===== src/rtl/vga_pkg.sv =====
// -----------------------------------------------------------------------------
// vga_pkg: shared VGA 640x480@60 timing constants, counter width, sync
// polarity, the registered control-bit bundle and a line/frame total helper.
// No ports.
// -----------------------------------------------------------------------------
package vga_pkg;

   localparam int unsigned CNT_W        = 10;

   // Horizontal timing, in pixels
   localparam int unsigned H_ACTIVE_DEF = 640;
   localparam int unsigned H_FP         = 16;
   localparam int unsigned H_SYNC       = 96;
   localparam int unsigned H_BP         = 48;
   localparam int unsigned H_TOTAL      = 800;

   // Vertical timing, in lines
   localparam int unsigned V_ACTIVE_DEF = 480;
   localparam int unsigned V_FP         = 10;
   localparam int unsigned V_SYNC       = 2;
   localparam int unsigned V_BP         = 33;
   localparam int unsigned V_TOTAL      = 525;

   // Both syncs are active-low
   localparam logic        SYNC_ACTIVE  = 1'b0;

   // Control outputs decoded from the counters and registered together
   typedef struct packed {
      logic visible;
      logic hsync;
      logic vsync;
   } vga_ctl_t;

   localparam vga_ctl_t CTL_RESET = '{visible: 1'b0,
                                      hsync:   ~SYNC_ACTIVE,
                                      vsync:   ~SYNC_ACTIVE};

   function automatic int unsigned span_total(input int unsigned active,
                                              input int unsigned fp,
                                              input int unsigned sync,
                                              input int unsigned bp);
      return active + fp + sync + bp;
   endfunction

endpackage


===== src/rtl/wrap_counter.sv =====
// -----------------------------------------------------------------------------
// wrap_counter: enabled up-counter that wraps from MAX back to 0.
// Ports:
//   clk, rst          clock, async active-high reset
//   i_en              advance by one this cycle
//   o_count           registered count
//   o_count_nxt_c     value the count takes at the next edge (combinational)
//   o_wrap_c          high when this edge wraps MAX -> 0 (combinational)
// -----------------------------------------------------------------------------
module wrap_counter
   import vga_pkg::*;
#(
   parameter int unsigned MAX = H_TOTAL - 1,
   parameter int unsigned W   = CNT_W
) (
   input  logic         clk,
   input  logic         rst,
   input  logic         i_en,
   output logic [W-1:0] o_count,
   output logic [W-1:0] o_count_nxt_c,
   output logic         o_wrap_c
);

   logic [W-1:0] r_count;
   logic         w_at_max;

   assign w_at_max = (r_count == W'(MAX));
   assign o_wrap_c = i_en & w_at_max;
   assign o_count  = r_count;

   // Next-value logic, exported so the parent can decode ahead of the edge
   always_comb begin
      o_count_nxt_c = r_count;
      if (i_en) begin
         o_count_nxt_c = w_at_max ? '0 : r_count + W'(1);
      end
   end

   always_ff @(posedge clk or posedge rst) begin
      if (rst) begin
         r_count <= '0;
      end else begin
         r_count <= o_count_nxt_c;
      end
   end

endmodule


===== src/rtl/vga_timing.sv =====
// -----------------------------------------------------------------------------
// vga_timing: VGA raster timing generator, 50 MHz clk with a 25 MHz pixel
// enable. Horizontal and vertical positions come from two wrap_counters;
// visible/hsync/vsync are decoded from the counters' next values and
// registered on the same edge, so all position/control outputs move together.
// Ports:
//   clk, rst      50 MHz clock, async active-high reset
//   x, y          current pixel column / line
//   visible       (x,y) inside the active area
//   hsync, vsync  active-low syncs
//   pix_en        pixel enable, high every other clk cycle
//   frame_start   one-clk pulse when the raster returns to (0,0)
// -----------------------------------------------------------------------------
module vga_timing
   import vga_pkg::*;
#(
   parameter int unsigned H_ACTIVE = H_ACTIVE_DEF,
   parameter int unsigned V_ACTIVE = V_ACTIVE_DEF
) (
   input  logic             clk,
   input  logic             rst,
   output logic [CNT_W-1:0] x,
   output logic [CNT_W-1:0] y,
   output logic             visible,
   output logic             hsync,
   output logic             vsync,
   output logic             pix_en,
   output logic             frame_start
);

   localparam int unsigned HT     = span_total(H_ACTIVE, H_FP, H_SYNC, H_BP);
   localparam int unsigned VT     = span_total(V_ACTIVE, V_FP, V_SYNC, V_BP);
   localparam int unsigned HS_BEG = H_ACTIVE + H_FP;
   localparam int unsigned HS_END = HS_BEG + H_SYNC - 1;
   localparam int unsigned VS_BEG = V_ACTIVE + V_FP;
   localparam int unsigned VS_END = VS_BEG + V_SYNC - 1;

   logic             r_pix_en;
   logic             r_frame_start;
   vga_ctl_t         r_ctl;
   vga_ctl_t         w_ctl_nxt;
   logic [CNT_W-1:0] w_h;
   logic [CNT_W-1:0] w_v;
   logic [CNT_W-1:0] w_h_nxt;
   logic [CNT_W-1:0] w_v_nxt;
   logic             w_h_wrap;
   logic             w_v_wrap;

   wrap_counter #(.MAX(HT - 1), .W(CNT_W)) u_hcnt (
      .clk          (clk),
      .rst          (rst),
      .i_en         (r_pix_en),
      .o_count      (w_h),
      .o_count_nxt_c(w_h_nxt),
      .o_wrap_c     (w_h_wrap)
   );

   // Lines advance only on the pixel edge that wraps the line
   wrap_counter #(.MAX(VT - 1), .W(CNT_W)) u_vcnt (
      .clk          (clk),
      .rst          (rst),
      .i_en         (w_h_wrap),
      .o_count      (w_v),
      .o_count_nxt_c(w_v_nxt),
      .o_wrap_c     (w_v_wrap)
   );

   // Decode from next counter values; hold between pixel edges so the
   // post-reset pixel (0,0) stays blanked until the first advance.
   always_comb begin
      w_ctl_nxt = r_ctl;
      if (r_pix_en) begin
         w_ctl_nxt.visible = (w_h_nxt < CNT_W'(H_ACTIVE)) &&
                             (w_v_nxt < CNT_W'(V_ACTIVE));
         w_ctl_nxt.hsync   = ((w_h_nxt >= CNT_W'(HS_BEG)) &&
                              (w_h_nxt <= CNT_W'(HS_END))) ? SYNC_ACTIVE
                                                           : ~SYNC_ACTIVE;
         w_ctl_nxt.vsync   = ((w_v_nxt >= CNT_W'(VS_BEG)) &&
                              (w_v_nxt <= CNT_W'(VS_END))) ? SYNC_ACTIVE
                                                           : ~SYNC_ACTIVE;
      end
   end

   always_ff @(posedge clk or posedge rst) begin
      if (rst) begin
         r_pix_en      <= 1'b0;
         r_ctl         <= CTL_RESET;
         r_frame_start <= 1'b0;
      end else begin
         r_pix_en      <= ~r_pix_en;
         r_ctl         <= w_ctl_nxt;
         // Only a full-frame wrap raises it; reset to (0,0) never does
         r_frame_start <= w_v_wrap;
      end
   end

   assign x           = w_h;
   assign y           = w_v;
   assign visible     = r_ctl.visible;
   assign hsync       = r_ctl.hsync;
   assign vsync       = r_ctl.vsync;
   assign pix_en      = r_pix_en;
   assign frame_start = r_frame_start;

endmodule


===== config.mk =====
export PLATFORM = sky130hd
export DESIGN_NAME = vga_timing
export DESIGN_NICKNAME = d
export VERILOG_FILES = /design/src/rtl/vga_pkg.sv /design/src/rtl/wrap_counter.sv /design/src/rtl/vga_timing.sv
export SDC_FILE = /design/constraint.sdc
export NUM_CORES = 1
export LEC_CHECK = 0
export BUFFER_PORTS_ARGS = -buffer_cell sky130_fd_sc_hd__buf_2
export CORE_MARGIN = 2
export CORE_UTILIZATION = 45
export CTS_CLUSTER_DIAMETER = 40
export CTS_CLUSTER_SIZE = 12
export DETAILED_ROUTE_END_ITERATION = 7
export HOLD_SLACK_MARGIN = 0.06
export PLACE_DENSITY_LB_ADDON = 0.15
export SYNTH_ARGS = -nofsm -noshare
export SYNTH_HDL_FRONTEND = slang
export SYNTH_SLANG_ARGS = --single-unit

===== constraint.sdc =====
create_clock -name clk -period 2.2 [get_ports clk]
set_input_delay 0.22 -clock clk [delete_from_list [all_inputs] [get_ports clk]]
set_output_delay 0.22 -clock clk [all_outputs]
set_load 0.05 [all_outputs]

==> flow_metrics.py, run 1 <==
metrics = {
    "finish": {
        "postLayoutCoreUtil": 0.5748,
        "num_antenna_cells": 0,
        "area_growth_pct": 22.74,
        "post_route_cells_drive_above_1_share": 0.3462,
        "final_net_count": 214,
    },
    "power_and_ir_drop": {
        "clockPowerShare": 0.301,
        "powerDensity_mw_per_mm2": 351.9,
        "power_switching_mw": 0.1417,
        "power.static_leakage_nw": 0.9079,
        "seq_power_share": 0.681,
        "share_comb_of_total_power": 0.019,
        "vdd_drop_max_v": 0.0003520,
        "netSwitchingFraction": 0.2099,
        "power_report.internal_total_mw": 0.5334,
    },
    "floorplan": {
        "die-area_sq_mm": 0.003960,
        "design.portCount": 27,
        "rows": 21,
        "core-area_sq_mm": 0.003337,
        "die_y_extent_um": 62.93,
        "start_util": 0.4683,
        "die_x_um": 62.93,
    },
    "synth": {
        "synth-compound-area-share": 0.1409,
        "synth_area_sq_mm": 0.001563,
        "async_sr_flop_fraction": 1.000,
        "yosys_register_bits": 25,
        "mappedNetlistNets": 177,
        "post_synth_num_cell_types": 46,
        "synth_top_flop_cell": "dfrtp_1",
        "syn_inst": 172,
        "synth_enable_flop_cells": 0,
        "post_synth_fa_ha_maj_area_fraction": 0.02402,
        "yosys_warnings": 0,
        "synth_top_family_by_area": "simple AND/OR/NAND/NOR gates",
        "multiplexer_share_of_the_synthesized_area": 0.007206,
        "synth_xor_area_frac": 0.05604,
        "synth.yosys.seq_area_share": 0.4019,
        "average_footprint_of_a_synthesized_cell_sq_um": 9.086,
        "synthSimpleGateAreaFrac": 0.3002,
    },
    "drt": {
        "avgRoutedWirePerCell_um": 14.60,
        "post-route-drc-count": 0,
        "drt-total-wl_mm": 3.709,
        "detail_route.first_pass.iterations": 4,
        "drt_iter0_drc": 55,
        "routed_via_density": 5.559,
        "vias": 1412,
        "detail-route-antenna-nets": 0,
    },
    "run": {
        "max_cap_viol_count": 0,
    },
    "worst_setup_path": {
        "critPathRequiredTime_ns": 2.43,
        "r2r_cells": 6,
        "worstPathMaxFanout": 6,
        "rr_startpoint": "u_hcnt.o_count[7]",
        "cp.arrival_ns": 2.35,
        "setup.worst_path.start_class": "flop",
        "crit-reg2reg-capture": "vsync",
        "register_to_register_setup_slack_ns": 0.08,
        "cp-end-kind": "flop",
        "worst-setup-path-type": "flop to flop",
    },
    "cts": {
        "max-clock-path-buffers": 2,
        "inserted_clock_buffers": 3,
        "tritoncts": "built",
        "cts_max_level": 1,
        "cts.root.buffer_cell": "clkbuf_4",
        "tritoncts_num_sinks": 25,
        "worst_setup_hold_path_clk_slew_ns": 0.13,
        "worstSkewPairLatency_ns": 0.31,
        "count_of_buffers_added_by_post_cts_timing_repair_for_setup": 0,
    },
    "sta": {
        "finalWorstPathRequiredPeriod_ns": 2.120,
        "setup_viol_count_final": 0,
        "slew_headroom": 0.6688,
        "maxSlewViolCount": 0,
        "final.period_utilization": 0.9637,
        "setup_repair_after_global_routing_missed_its_margin": "true",
        "final.setup_skew_ns": 0.003407,
        "timing.final.hold_violations": 0,
        "max_clock_freq_mhz": 471.6,
        "transition_time_at_the_pin_with_the_least_slew_margin_ns": 0.4962,
        "hold_ws_ns": 0.4535,
    },
    "global_route": {
        "globalRouteTotalUtil": 0.2002,
        "maximum_number_of_pins_on_one_net_before_global_route_repair": 14,
        "grt_overflow": 0,
        "grt_antenna_before_repair": 0,
        "grt_pass1_wl_mm": 6.410,
        "grt_pass1_vias": 1341,
    },
    "placement": {
        "detailed_place_hpwl_mm": 2.810,
        "routabilityCongestion": 0.8303,
        "portBuffers": 26,
    },
    "outcome": {
        "status": "completed",
    },
    "worst_hold_path": {
        "hp-class": "input pin to async pin",
    },
}
==> critical path, stage by stage (launching register included) <==
cell	delay (ns)
dfrtp_2	0.42
or4b_4	0.58
nor3_4	0.25
nand4_1	0.19
xor2_2	0.20
nor4_4	0.25
a41oi_1	0.15
==> cell usage in the layout (no fill, tap or decap), types with 7 or more instances in the layout <==
cell / count
inv_1: 14
buf_4: 14
buf_2: 26
nand2_1: 19
dfrtp_2: 9
dfrtp_1: 14
nor2_1: 9
nand3_1: 7
o21ai_0: 8
nand4_1: 9
==> cell type report <==
| class | count | area (sq um) |
|---|---|---|
| clock buffer | 4 | 26.28 |
| sequential | 25 | 639.4 |
| inverter | 14 | 52.55 |
| timing repair buffer | 42 | 256.5 |
| tap | 46 | 57.56 |
| multi-input combinational | 123 | 885.9 |
| fill | 333 | 1419 |
==> flip-flops by register name, indices dropped and copies added (netlist names) <==
name,cells
pix_en,1
u_vcnt.o_count,10
u_hcnt.o_count,10
visible,1
vsync,1
frame_start,1
hsync,1
==> power groups by stage <==
stage / clock network [mW] / registers (mW) / logic (mW)
after floorplan: 0 / 0.468 / 0.00679
after global placement: 0 / 0.468 / 0.0115
after detailed placement: 0 / 0.468 / 0.0121
after CTS: 0.216 / 0.460 / 0.0134
after global routing: 0.238 / 0.460 / 0.0149
final: 0.203 / 0.460 / 0.0126
==> kinds of logic (layout without fill, tap and decap cells) <==
family,after synthesis,after routing
compound gates,33,33
xor+xnor,10,10
fa+ha+maj,3,3
buf+inv,24,60
flops,25,25
mux,1,1
simple gates,76,76
==> synthesized netlist by cell type (all sizes together), types with 4 or more instances <==
cell type / n / share of area
nor4: 4 / 0.035
nand4: 9 / 0.036
xor2: 7 / 0.039
o21ai: 12 / 0.038
inv: 14 / 0.034
nand2: 20 / 0.048
dfrtp: 23 / 0.37
a21oi: 4 / 0.013
nor3: 7 / 0.033
nand3: 8 / 0.026
clkbuf: 4 / 0.0096
buf: 6 / 0.026
and3: 6 / 0.024
o31ai: 4 / 0.022
nor2: 9 / 0.022
==> metal layers <==
layer / share of wire / wire length [um] / track usage / vias to the layer above
met2: 0.48 / 1777 / 0.3059 / 26
met3: 0.034 / 125 / 0.02342 / 2
met4: 0.0054 / 20 / 0.04722 / 0
li1: - / - / - / 690
met5: 0 / 0 / 0 / -
met1: 0.48 / 1786 / 0.3024 / 694
==> timing repair <==
item                       4_1_cts  5_1_grt
hold endpoints to repair        11        0
hold buffers                     1        0
gates resized for setup          0        9
setup endpoints to repair        0        2
==> worst max-delay path by stage <==
| stage | cells after the start | slack, ns | from | to |
|---|---|---|---|---|
| after floorplan | 7 | -0.06 | u_hcnt.o_count[7] | vsync |
| after global placement | 7 | 0.1 | u_hcnt.o_count[7] | vsync |
| after detailed placement | 7 | 0.09 | u_hcnt.o_count[7] | vsync |
| after CTS | 7 | 0.07 | u_hcnt.o_count[7] | vsync |
| after global routing | 6 | -0.01 | u_hcnt.o_count[5] | vsync |
| final | 6 | 0.08 | u_hcnt.o_count[7] | vsync |
==> per-stage QoR <==
stage | worst slack (ns) | power, mW | cells | cell area (sq um) | TNS [ns]
after global placement | 0.09996 | 0.4797 | 249 | 1843 | 0
after CTS | 0.07454 | 0.6889 | 254 | 1879 | 0
after detailed placement | 0.08911 | 0.4803 | 249 | 1843 | 0
after global routing | -0.009791 | 0.7133 | 254 | 1918 | -0.009791
final | 0.07977 | 0.6751 | 254 | 1918 | 0
after floorplan | -0.06446 | 0.4750 | 172 | 1605 | -0.1263
Note: power is estimated with default switching activity, not from simulation.
==> run 2, diff against run 1 <==
clock period = 1.8 ns   (was 2.2 ns; I/O delays follow)
==> flow_metrics.py, run 2 (synthesis results as in run 1) <==
metrics = {
    "sta": {
        "max_clock_freq_mhz": 472.6,
        "transition_time_at_the_pin_with_the_least_slew_margin_ns": 0.3694,
        "setup_repair_after_global_routing_missed_its_margin": "true",
        "setup_viol_count_final": 14,
        "slew_headroom": 0.7531,
        "finalWorstPathRequiredPeriod_ns": 2.116,
        "finalWorstSetupSlack_ns": -0.3159,
        "final.setup_skew_ns": 0.003314,
        "maxSlewViolCount": 0,
        "timing.final.hold_violations": 0,
        "final.period_utilization": 1.176,
        "hold_ws_ns": 0.4280,
    },
    "finish": {
        "most-common-layout-cells": "55 x buf_4, 26 x buf_2, 18 x nand2_1, 16 x dfrtp_2, 13 x inv_1",
        "layout_commonest_cell": "buf_4",
        "final_net_count": 260,
        "area_growth_pct": 52.44,
        "postLayoutCoreUtil": 0.7139,
        "num_antenna_cells": 0,
        "final-instance-count-excl-fill": 300,
        "final_design_area_no_fill_sq_mm": 0.002382,
        "post_route_cells_drive_above_1_share": 0.5472,
    },
    "placement": {
        "detailed_place_hpwl_mm": 3.184,
        "area_post_placement_sq_mm": 0.002170,
        "portBuffers": 26,
        "dpl.cell_count": 286,
        "routabilityCongestion": 0.9395,
    },
    "worst_setup_path": {
        "crit_path_cell_trace": "or4b_4 > nor3_4 > nand4_1 > xor2_2 > nor4_4 > a41oi_1",
        "cp.arrival_ns": 2.36,
        "critPathMaxStageDelay_ns": 0.61,
        "cp-end-kind": "flop",
        "r2r_cells": 6,
        "register_to_register_setup_slack_ns": -0.32,
        "crit-reg2reg-capture": "vsync",
        "rr_startpoint": "u_hcnt.o_count[5]",
        "setup.worst_path.start_class": "flop",
        "critPathRequiredTime_ns": 2.05,
        "worst_path_top_cell_family_by_delay": "simple AND/OR/NAND/NOR gates",
        "worstPathMaxFanout": 4,
        "critPathBufInv": 0,
        "cpMaxStageDelayCell": "or4b_4",
        "worst-setup-path-type": "flop to flop",
    },
    "power_and_ir_drop": {
        "vdd_drop_max_v": 0.0002364,
        "power_switching_mw": 0.1807,
        "share_comb_of_total_power": 0.018,
        "netSwitchingFraction": 0.2169,
        "seq_power_share": 0.674,
        "clockPowerShare": 0.307,
        "power_report.internal_total_mw": 0.6523,
        "power.static_leakage_nw": 1.146,
        "powerDensity_mw_per_mm2": 349.6,
    },
    "global_route": {
        "globalRouteTotalUtil": 0.2260,
        "maximum_number_of_pins_on_one_net_before_global_route_repair": 26,
        "grt_antenna_before_repair": 0,
        "grt_pass1_vias": 1531,
        "grt_overflow": 0,
        "grt_pass1_wl_mm": 7.245,
    },
    "drt": {
        "avgRoutedWirePerCell_um": 14.94,
        "drt_iter0_drc": 147,
        "drt-total-wl_mm": 4.483,
        "post-route-drc-count": 0,
        "vias": 1626,
        "detail-route-antenna-nets": 0,
        "routed_via_density": 5.420,
        "detail_route.first_pass.iterations": 4,
    },
    "outcome": {
        "failed_checks": "negative setup slack",
        "status": "complete, but fails checks",
    },
    "cts": {
        "tritoncts_num_sinks": 25,
        "worstSkewPairLatency_ns": 0.32,
        "inserted_clock_buffers": 3,
        "max-clock-path-buffers": 2,
        "cts.root.buffer_cell": "clkbuf_4",
        "tritoncts": "built",
        "worst_setup_hold_path_clk_slew_ns": 0.14,
        "cts_max_level": 1,
    },
    "floorplan": {
        "die_y_extent_um": 62.93,
        "core-area_sq_mm": 0.003337,
        "rows": 21,
        "die-area_sq_mm": 0.003960,
        "start_util": 0.4683,
        "design.portCount": 27,
        "die_x_um": 62.93,
    },
    "run": {
        "max_cap_viol_count": 0,
    },
    "worst_hold_path": {
        "hp-class": "input pin to async pin",
    },
}
[run 2: metrics by stage]
step / setup TNS [ns] / total power, mW / setup slack (ns)
after floorplan: -2.414 / 0.5804 / -0.4625
after detailed placement: -1.163 / 0.5871 / -0.3184
final: -1.850 / 0.8330 / -0.3159
after CTS: -1.229 / 0.8391 / -0.2817
after global routing: -2.865 / 0.8597 / -0.4160
after global placement: -0.8150 / 0.5861 / -0.2361
[run 2: final cells by class]
cell class,instances,area [sq um]
fillers,267,954.7
multi-input cells,123,977.2
flip-flops and latches,25,648.1
clock buffers,4,26.28
well taps,46,57.56
inverters,14,52.55
repair buffers,88,620.6
[run 2: power by group through the flow]
| stage | Sequential [mW] | Clock (mW) | Combinational (mW) |
|---|---|---|---|
| floorplan | 0.572 | 0 | 0.00828 |
| global placement | 0.572 | 0 | 0.0140 |
| detailed placement | 0.572 | 0 | 0.0150 |
| CTS | 0.562 | 0.261 | 0.0158 |
| global route | 0.562 | 0.280 | 0.0180 |
| finish | 0.562 | 0.256 | 0.0152 |
[run 2: timing repair]
action	4_1_cts	5_1_grt
pin swaps	3	9
buffers inserted	3	11
hold endpoints to repair	23	0
endpoints found under the setup margin	10	14
gates resized for setup	8	19
hold buffers	1	0
[run 2: worst register-to-register path, delay by kind of cell (launching register included)]
family           cells  cell delay, ns
flip-flops           1            0.44
XOR/XNOR             1            0.20
AO/OA/AOI/OAI        1            0.16
AND/OR/NAND/NOR      4            1.25
[run 2: worst max-delay path by stage]
stage | start | endpoint | slack, ns | cells past startpoint
floorplan | u_hcnt.o_count[7] | vsync | -0.46 | 7
global placement | u_hcnt.o_count[7] | vsync | -0.24 | 7
detailed placement | u_hcnt.o_count[5] | vsync | -0.32 | 7
CTS | u_hcnt.o_count[7] | vsync | -0.28 | 7
global route | u_hcnt.o_count[5] | vsync | -0.42 | 6
finish | u_hcnt.o_count[5] | vsync | -0.32 | 6
[run 2: routing by layer]
| layer | global-route usage | part of all wire |
|---|---|---|
| met1 | 0.3414 | 0.48 |
| met2 | 0.3431 | 0.47 |
| met3 | 0.02703 | 0.046 |
| met4 | 0.05556 | 0.0071 |
| met5 | 0 | 0 |
